File: config.mk
export PLATFORM = sky130hd
export DESIGN_NAME = bcd_updown_counter_7seg_flat
export DESIGN_NICKNAME = d
export VERILOG_FILES = /design/src/rtl/bcd_updown_counter_7seg_if.sv /design/src/rtl/bcd_updown_counter_7seg.sv /design/src/flat_wrapper.sv
export SDC_FILE = /design/constraint.sdc
export NUM_CORES = 1
export LEC_CHECK = 0
export ABC_CLOCK_PERIOD_IN_PS = 6460
export CAP_MARGIN = 20
export CORE_MARGIN = 1.5
export CORE_UTILIZATION = 55
export CTS_BUF_LIST = sky130_fd_sc_hd__clkbuf_8 sky130_fd_sc_hd__clkbuf_16
export CTS_CLUSTER_DIAMETER = 50
export DETAILED_ROUTE_END_ITERATION = 16
export MAX_ROUTING_LAYER = met4
export PLACE_DENSITY = 0.95
export REMOVE_ABC_BUFFERS = 1
export SLEW_MARGIN = 5
export SYNTH_ARGS = -nofsm -noshare
export SYNTH_HDL_FRONTEND = slang
export SYNTH_SLANG_ARGS = --single-unit
File: constraint.sdc
create_clock -name clk -period 6.46 [get_ports clk]
set_input_delay 0.969 -clock clk [delete_from_list [all_inputs] [get_ports clk]]
set_output_delay 0.969 -clock clk [all_outputs]
set_load 0.05 [all_outputs]
File: src/rtl/bcd_updown_counter_7seg_if.sv
// Control inputs and display/status outputs of the BCD up/down counter.
// master drives the controls; slave is the counter itself.
interface bcd_updown_counter_7seg_if #(
  parameter int unsigned DIGITS = 2
);
  logic                  en;
  logic                  up;
  logic                  load;
  logic [4*DIGITS-1:0]   load_val;
  logic [4*DIGITS-1:0]   bcd;
  logic [7*DIGITS-1:0]   seg;
  logic                  wrap;
  logic                  load_err;
  logic                  at_max;
  logic                  at_min;

  modport master (
    output en, up, load, load_val,
    input  bcd, seg, wrap, load_err, at_max, at_min
  );

  modport slave (
    input  en, up, load, load_val,
    output bcd, seg, wrap, load_err, at_max, at_min
  );
endinterface

File: src/rtl/bcd_updown_counter_7seg.sv
// N-digit BCD up/down counter with load, wrap/saturate ends and direct
// active-low 7-segment outputs; every output is registered.
module bcd_updown_counter_7seg #(
  parameter int unsigned DIGITS        = 2,
  parameter int unsigned MAX_VALUE     = 99,
  parameter bit          SATURATE      = 1'b0,
  parameter bit          BLANK_LEADING = 1'b1
) (
  input  logic                     clk,
  input  logic                     rst,
  bcd_updown_counter_7seg_if.slave bus
);
  localparam int unsigned W  = 4*DIGITS;
  localparam int unsigned SW = 7*DIGITS;

  function automatic logic [W-1:0] to_bcd(input int unsigned v);
    logic [W-1:0] r;
    int unsigned  t;
    r = '0;
    t = v;
    for (int unsigned i = 0; i < DIGITS; i++) begin
      r[4*i +: 4] = 4'(t % 10);
      t = t / 10;
    end
    return r;
  endfunction

  function automatic logic [6:0] seg_digit(input logic [3:0] d);
    case (d)
      4'd0:    return 7'b0000001;
      4'd1:    return 7'b1001111;
      4'd2:    return 7'b0010010;
      4'd3:    return 7'b0000110;
      4'd4:    return 7'b1001100;
      4'd5:    return 7'b0100100;
      4'd6:    return 7'b0100000;
      4'd7:    return 7'b0001111;
      4'd8:    return 7'b0000000;
      4'd9:    return 7'b0000100;
      default: return 7'b1111111;
    endcase
  endfunction

  // Scan from the top digit down; blanking stops at the first nonzero digit.
  function automatic logic [SW-1:0] seg_encode(input logic [W-1:0] v);
    logic [SW-1:0] s;
    logic          lead;
    s    = '1;
    lead = 1'b1;
    for (int unsigned k = DIGITS-1; k > 0; k--) begin
      if (BLANK_LEADING && lead && (v[4*k +: 4] == 4'd0)) begin
        s[7*k +: 7] = 7'b1111111;
      end else begin
        lead        = 1'b0;
        s[7*k +: 7] = seg_digit(v[4*k +: 4]);
      end
    end
    s[6:0] = seg_digit(v[3:0]);
    return s;
  endfunction

  function automatic logic bcd_ok(input logic [W-1:0] v);
    logic ok;
    ok = 1'b1;
    for (int unsigned i = 0; i < DIGITS; i++) begin
      if (v[4*i +: 4] > 4'd9) ok = 1'b0;
    end
    return ok;
  endfunction

  function automatic logic [W-1:0] bcd_inc(input logic [W-1:0] v);
    logic [W-1:0] r;
    logic         c;
    r = v;
    c = 1'b1;
    for (int unsigned i = 0; i < DIGITS; i++) begin
      if (c) begin
        if (r[4*i +: 4] == 4'd9) begin
          r[4*i +: 4] = 4'd0;
        end else begin
          r[4*i +: 4] = r[4*i +: 4] + 4'd1;
          c = 1'b0;
        end
      end
    end
    return r;
  endfunction

  function automatic logic [W-1:0] bcd_dec(input logic [W-1:0] v);
    logic [W-1:0] r;
    logic         b;
    r = v;
    b = 1'b1;
    for (int unsigned i = 0; i < DIGITS; i++) begin
      if (b) begin
        if (r[4*i +: 4] == 4'd0) begin
          r[4*i +: 4] = 4'd9;
        end else begin
          r[4*i +: 4] = r[4*i +: 4] - 4'd1;
          b = 1'b0;
        end
      end
    end
    return r;
  endfunction

  localparam logic [W-1:0]  MAX_BCD  = to_bcd(MAX_VALUE);
  localparam logic [SW-1:0] SEG_ZERO = seg_encode('0);

  logic [W-1:0]  cnt_q, nxt;
  logic [SW-1:0] seg_q;
  logic          wrap_q, err_q, max_q, min_q;
  logic          nxt_wrap, nxt_err;

  // Valid BCD compares correctly as plain unsigned, so range checks need no conversion.
  always_comb begin
    nxt      = cnt_q;
    nxt_wrap = 1'b0;
    nxt_err  = 1'b0;
    if (bus.load) begin
      if (bcd_ok(bus.load_val) && (bus.load_val <= MAX_BCD)) nxt = bus.load_val;
      else                                                   nxt_err = 1'b1;
    end else if (bus.en) begin
      if (bus.up) begin
        if (cnt_q == MAX_BCD) begin
          if (!SATURATE) begin
            nxt      = '0;
            nxt_wrap = 1'b1;
          end
        end else begin
          nxt = bcd_inc(cnt_q);
        end
      end else begin
        if (cnt_q == '0) begin
          if (!SATURATE) begin
            nxt      = MAX_BCD;
            nxt_wrap = 1'b1;
          end
        end else begin
          nxt = bcd_dec(cnt_q);
        end
      end
    end
  end

  always_ff @(posedge clk or negedge rst) begin
    if (!rst) begin
      cnt_q  <= '0;
      seg_q  <= SEG_ZERO;
      wrap_q <= 1'b0;
      err_q  <= 1'b0;
      max_q  <= (MAX_VALUE == 0);
      min_q  <= 1'b1;
    end else begin
      cnt_q  <= nxt;
      seg_q  <= seg_encode(nxt);
      wrap_q <= nxt_wrap;
      err_q  <= nxt_err;
      max_q  <= (nxt == MAX_BCD);
      min_q  <= (nxt == '0);
    end
  end

  assign bus.bcd      = cnt_q;
  assign bus.seg      = seg_q;
  assign bus.wrap     = wrap_q;
  assign bus.load_err = err_q;
  assign bus.at_max   = max_q;
  assign bus.at_min   = min_q;
endmodule

File: src/flat_wrapper.sv
// flat-port wrapper written by rule: the top's interface ports become plain ports
module bcd_updown_counter_7seg_flat 
#(
  parameter int unsigned DIGITS        = 2,
  parameter int unsigned MAX_VALUE     = 99,
  parameter bit          SATURATE      = 1'b0,
  parameter bit          BLANK_LEADING = 1'b1
)
  (clk, rst, bus_en, bus_up, bus_load, bus_load_val, bus_bcd, bus_seg, bus_wrap, bus_load_err, bus_at_max, bus_at_min);
  bcd_updown_counter_7seg_if #(.DIGITS(DIGITS)) bus_i ();
  input  logic clk;
  input  logic rst;
  input wire logic [$bits(bus_i.en)-1:0] bus_en;
  input wire logic [$bits(bus_i.up)-1:0] bus_up;
  input wire logic [$bits(bus_i.load)-1:0] bus_load;
  input wire logic [$bits(bus_i.load_val)-1:0] bus_load_val;
  output wire logic [$bits(bus_i.bcd)-1:0] bus_bcd;
  output wire logic [$bits(bus_i.seg)-1:0] bus_seg;
  output wire logic [$bits(bus_i.wrap)-1:0] bus_wrap;
  output wire logic [$bits(bus_i.load_err)-1:0] bus_load_err;
  output wire logic [$bits(bus_i.at_max)-1:0] bus_at_max;
  output wire logic [$bits(bus_i.at_min)-1:0] bus_at_min;
  assign bus_i.en = bus_en;
  assign bus_i.up = bus_up;
  assign bus_i.load = bus_load;
  assign bus_i.load_val = bus_load_val;
  assign bus_bcd = bus_i.bcd;
  assign bus_seg = bus_i.seg;
  assign bus_wrap = bus_i.wrap;
  assign bus_load_err = bus_i.load_err;
  assign bus_at_max = bus_i.at_max;
  assign bus_at_min = bus_i.at_min;
  bcd_updown_counter_7seg #(.DIGITS(DIGITS), .MAX_VALUE(MAX_VALUE), .SATURATE(SATURATE), .BLANK_LEADING(BLANK_LEADING)) u_core (.clk(clk), .rst(rst), .bus(bus_i));
endmodule
* Yosys cells after proc, flatten, opt, wreduce, memory -nomap -nowiden
Memories as Yosys holds them, arrays and structs flattened. A register that Yosys moved wholly into a read port is not among the register bits.
Index checks and enable logic that the tools add are counted.
** Word-level totals
- Flip-flop bits (word level) :: 26
- Memory bits (read-only) :: 224
- Word-level logic and storage cells :: 59
- Memories kept :: 2
** Cells by class
- $add $sub $neg :: 4
- $lt $le $gt $ge :: 3
- Equal/unequal tests :: 4
- Multiplexer cells :: 33
- Reductions and logical operators :: 7
** Memories
- (name not given) :: depth 16, width 7, rd ports 1, clocked after memory_dff 0, wr ports 0, line bcd_updown_counter_7seg.sv:29 : case (d)
- (name not given) :: depth 16, width 7, rd ports 1, clocked after memory_dff 1, wr ports 0, line bcd_updown_counter_7seg.sv:29
** Operators by type and width (number)
- two-way mux 8 bit :: 6
- two-way mux 4 bit :: 6
- two-way mux 1 bit :: 20
- equality test 8 bit, second input constant :: 2
- logical NOT 8 bit :: 2
- logical NOT 4 bit :: 3
- adder 4 x 1 -> 4 bit, second input constant :: 2
- equality test 4 bit, second input constant :: 2
- > comparator 4 bit, second input constant :: 2
- less-or-equal comparator 8 bit, second input constant :: 1
- subtractor 4 x 1 -> 4 bit, second input constant :: 2
- two-way mux 7 bit :: 1
- logical AND 1 bit :: 1
- logical NOT 1 bit :: 1

* Longest topological paths before layout
- Word-level depth :: 13
- Gate-level depth with buffers :: 11
- Gate-level depth less buffers :: 11

* Least setup slack after synthesis
Ideal clock, no wire load.
- Path type :: reg2reg
- Start :: register u_core.cnt_q[0] (netlist: u_core.bus.bcd[0])
- End :: register u_core.seg_q[8] (netlist: u_core.bus.seg[8])
- Setup time :: 84 ps
- Arrival :: 2927 ps
- Required time :: 6376 ps
- Slack :: 3449 ps
- Cell stages (with the launch flop) :: 12
- Cells stage by stage :: dfrtp_1 inv_1 ha_1 or4b_4 o21ai_1 a211oi_1 a211oi_2 inv_1 ha_1 clkbuf_1 nor4_1 nor3_1
** Between the ends
- Word-level cells in the longest chain between the ends :: 13
- Elaborated cells on any way between the ends :: 24
- Those cells by class :: 2 x eq/ne; 18 x mux; 3 x reduce/logical; 1 x memory
** RTL lines
- from (decl) :: line bcd_updown_counter_7seg.sv:110 : logic [W-1:0] cnt_q, nxt;
- from (signal assigned) :: line bcd_updown_counter_7seg.sv:155 : cnt_q <= nxt;
- equality test 4 bit or logical NOT 4 bit (tied branches) :: line bcd_updown_counter_7seg.sv:78, bcd_updown_counter_7seg.sv:96
- two-way mux 1 bit (on tied branches) :: line bcd_updown_counter_7seg.sv:78, bcd_updown_counter_7seg.sv:96
- two-way mux 1 bit (on tied branches) :: line bcd_updown_counter_7seg.sv:125, bcd_updown_counter_7seg.sv:134
- two-way mux 1 bit :: line bcd_updown_counter_7seg.sv:124 : if (bus.up) begin
- two-way mux 1 bit :: line bcd_updown_counter_7seg.sv:123 : end else if (bus.en) begin
- two-way mux 1 bit :: line bcd_updown_counter_7seg.sv:120 : if (bus.load) begin
- two-way mux 4 bit (on tied branches) :: line bcd_updown_counter_7seg.sv:77, bcd_updown_counter_7seg.sv:95
- two-way mux 8 bit (on tied branches) :: line bcd_updown_counter_7seg.sv:125, bcd_updown_counter_7seg.sv:134
- two-way mux 8 bit (*) :: line bcd_updown_counter_7seg.sv:124
- two-way mux 8 bit (*) :: line bcd_updown_counter_7seg.sv:123
- two-way mux 8 bit (*) :: line bcd_updown_counter_7seg.sv:120
- named net u_core.nxt[4] :: line bcd_updown_counter_7seg.sv:110
- memory (16 x 7 bit) or logical NOT 4 bit (tied branches)
- two-way mux 7 bit (*) :: line bcd_updown_counter_7seg.sv:51 : if (BLANK_LEADING && lead && (v[4*k +: 4] == 4'd0)) begin
- to (signal assigned) :: line bcd_updown_counter_7seg.sv:156 : seg_q <= seg_encode(nxt);
- to (decl) :: line bcd_updown_counter_7seg.sv:111 : logic [SW-1:0] seg_q;
Mark *: on every way through the listed nets, which the timed path passes. The rest lies on a longest branch. The select of a mux whose other input is x is not followed.

* Final worst setup path
- Start :: input port bus_up
- End :: register u_core.seg_q[8] (netlist: u_core.bus.seg[8])
** Between the ends
- Word-level cells in the longest chain between the ends :: 5
- Elaborated cells on any way between the ends :: 6
- Those cells by class :: 4 x mux; 1 x reduce/logical; 1 x memory
** RTL lines
- from (decl) :: line flat_wrapper.sv:14 : input wire logic [$bits(bus_i.up)-1:0] bus_up;
- two-way mux 8 bit (*) :: line bcd_updown_counter_7seg.sv:124
- two-way mux 8 bit (*) :: line bcd_updown_counter_7seg.sv:123
- two-way mux 8 bit (*) :: line bcd_updown_counter_7seg.sv:120
- named net u_core.nxt[4] :: line bcd_updown_counter_7seg.sv:110
- memory (16 x 7 bit) or logical NOT 4 bit (tied branches)
- two-way mux 7 bit (*) :: line bcd_updown_counter_7seg.sv:51
Mark *: on every way through the listed nets, which the timed path passes. The rest lies on a longest branch.

==> impl_metrics.env <==
export IMPL_p_switching_mw=0.431
export IMPL_async_reset_ff_frac=1.00
export IMPL_post_dp_hpwl_mm=2.98
export IMPL_p_sw_frac=0.469
export IMPL_start_util=0.588
export IMPL_whs_path_depth=2
export IMPL_crit_path_cell_trace="clkdlybuf4s50_1 -> or4b_4 -> o21ai_1 -> a211oi_1 -> a211oi_2 -> inv_1 -> ha_1 -> nor4_1 -> nor3_1"
export IMPL_finalPower_mw=0.918
export IMPL_max_stage_delay_ns=0.63
export IMPL_startpoint_type="input pin"
export IMPL_drive_gt1_frac=0.0996
export IMPL_end_kind="flip-flop"
export IMPL_final_area_um2=2280
export IMPL_nFillCells=227
export IMPL_critPathKind="input pin to flip-flop"
export IMPL_skew_ns=0.00503
export IMPL_finalCriticalPeriod_ns=3.65
export IMPL_ir_drop_v=0.000235
export IMPL_final_util=0.739
export IMPL_clkSinkCount=26
export IMPL_fp_dieH_um=60.4
export IMPL_ys_seq_elements=26
export IMPL_die_width_um=60.4
export IMPL_routabilityCongestion=0.926
export IMPL_worstHoldStart="u_core.bus.bcd[5]"
export IMPL_final_cell_mix="38 x clkdlybuf4s50_1, 17 x dfrtp_1, 16 x nor2_1"
export IMPL_drtIter0Drc=94
export IMPL_ctsResizeCount=0
export IMPL_grt_overflow=0
export IMPL_post_route_period_util=0.565
export IMPL_status="complete, no violations"
export IMPL_startpoint="bus_up"
export IMPL_viasPerCell=6.03
export IMPL_cp_num_buf_inv=2
export IMPL_synthCells=200
export IMPL_dieArea_um2=3650
export IMPL_num_antenna_cells=0
export IMPL_cts_root_buffer="clkbuf_8"
export IMPL_combPwrFrac=0.566
export IMPL_port_buffers=38
export IMPL_reg2reg_to="u_core.bus.seg[8]"
export IMPL_clkTransAtPathRegs_ns=0.08
export IMPL_multi_input_area_um2=1040
export IMPL_grt_use_total=0.253
export IMPL_clk_latency_ns=0.27
export IMPL_final_common_cell="clkdlybuf4s50_1"
export IMPL_final_max_slew_violation_count=0
export IMPL_rsz0062_at_grt="no"
export IMPL_post_dp_cell_area_um2=2200
export IMPL_wl_mm=4.10
export IMPL_cts_tree="yes"
export IMPL_finalSetupTns_ns=0
export IMPL_path_delay_family="simple AND/OR/NAND/NOR gates"
export IMPL_drc=0
export IMPL_worstPathRequired_ns=6.65
export IMPL_cts_setup_buffers=0
export IMPL_synth_ff_type="dfrtp_1"
export IMPL_reg2reg_depth=10
export IMPL_vias=1658
export IMPL_max_slew_margin=0.425
export IMPL_pin_count=39
export IMPL_setup_violations=0
export IMPL_clock_tree_buffer_depth=2
export IMPL_synthToLayoutAreaGrowth_pct=25.7
export IMPL_fmax_ghz=0.274
export IMPL_grt_pass1_vias=1540
export IMPL_crit_cells=9
export IMPL_p_clk_frac=0.144
export IMPL_min_path_type="flip-flop to flip-flop"
export IMPL_tightest_slew_ns=0.859
export IMPL_antenna_found_initial=0
export IMPL_cap_violations=0
export IMPL_synthesis_area_um2=1810
export IMPL_crit_path_max_fanout=14
export IMPL_ys_seq_area_frac=0.366
export IMPL_report_final_hold_viol_count=0
export IMPL_seqCellArea_um2=662
export IMPL_grt_pass1_wl_mm=6.67
export IMPL_crit_slowest_cell="clkdlybuf4s50_1"
export IMPL_r2r_start="u_core.bus.bcd[0]"
export IMPL_antenna_left=0
export IMPL_p_int_mw=0.487
export IMPL_rows=20
export IMPL_nets=257
export IMPL_synth_edff_count=0
export IMPL_coreArea_um2=3080
export IMPL_hold_worst_slack_ns=0.898
export IMPL_synth_distinct_cells=55
export IMPL_avgSynthCellArea_um2=9.05
export IMPL_powerDensity_nw_per_um2=404
export IMPL_grt_max_degree=27
export IMPL_cts_htree_levels=1
export IMPL_ys_warn_count=0
export IMPL_wire_per_inst_um=14.9
export IMPL_p_leak_nw=0.930
export IMPL_dr_pass1_iters=4
export IMPL_cts_hold_buf=0
export IMPL_min_to="u_core.bus.bcd[5]"
export IMPL_seqPwrFrac=0.290
export IMPL_numCtsBuffers=3
export IMPL_arrival_ns=3.84
export IMPL_rrSetupSlack_ns=3.29
kinds of logic after synthesis:
group                      Yosys count  share of synthesized area
AOI/OAI and AO/OA                   63                      0.248
buffers and inverters               28                     0.0615
DFF                                 26                      0.366
muxes                                3                     0.0166
adders and majority gates           12                     0.0829
and+or+nand+nor                     68                      0.225
synth_stat cells (3+ instances only):
cell type	instances	area, um^2
a211oi_1	3	22.5
a21oi_1	11	55.1
a22oi_1	3	22.5
a31oi_1	4	25.0
and3_1	3	18.8
and3b_1	3	26.3
buf_2	3	15.0
clkbuf_1	9	33.8
dfrtp_1	17	425
dfstp_2	9	236
ha_1	12	150
inv_1	14	52.6
mux2i_1	3	30.0
nand2_1	10	37.5
nand3_1	8	40.0
nand4_1	3	18.8
nor2_1	16	60.1
nor2b_1	3	18.8
nor3_1	4	20.0
nor3b_1	4	30.0
o21ai_0	11	55.1
o21ai_1	4	20.0
o31ai_1	4	30.0
power by group through the flow:
stage	combinational, mW	sequential [mW]	clock (mW)
detailed placement	0.515	0.270	0
floorplan	0.184	0.444	0
CTS	0.520	0.267	0.133
global placement	0.508	0.270	0
finish	0.520	0.267	0.132
global route	0.558	0.274	0.142
routing by layer:
layer,part of all wire,vias up,track usage
li1,-,804,-
met1,0.44,782,0.325
met2,0.48,62,0.391
met3,0.060,10,0.0533
met4,0.020,0,0.105
met5,0,-,-
flip-flops by register name, summed over array words and instances (netlist names):
name,cells
u_core.bus.at_max,1
u_core.bus.wrap,1
u_core.bus.at_min,1
u_core.bus.seg,14
u_core.bus.load_err,1
u_core.bus.bcd,8
worst max-delay path by stage:
stage and end:
6_report u_core.bus.seg[8], 5_1_grt u_core.bus.seg[8], 4_1_cts u_core.bus.seg[8], 3_5_place_dp u_core.bus.seg[8], 3_3_place_gp u_core.bus.seg[8], 2_1_floorplan u_core.bus.seg[8]
stage by stage:
stage | setup slack, ns | instances
2_1_floorplan | 3.52 | 188
3_3_place_gp | 2.73 | 271
3_5_place_dp | 2.58 | 271
4_1_cts | 2.85 | 275
5_1_grt | 2.61 | 275
6_report | 2.81 | 275
tightest hold or removal path, cell delays in order, from the launching register on:
cell and delay [ns]:
dfrtp_1 0.49, o211ai_1 0.21, nand4_4 0.16
final cells by class:
| class | count | area share |
|---|---|---|
| multi-input cells | 146 | 0.456 |
| flip-flops and latches | 26 | 0.291 |
| repair buffers | 39 | 0.170 |
| inverters | 16 | 0.0275 |
| well taps | 44 | 0.0242 |
| clock buffers | 3 | 0.0181 |
| clock inverters | 1 | 0.0132 |
Power figures use the tool's default switching activity.
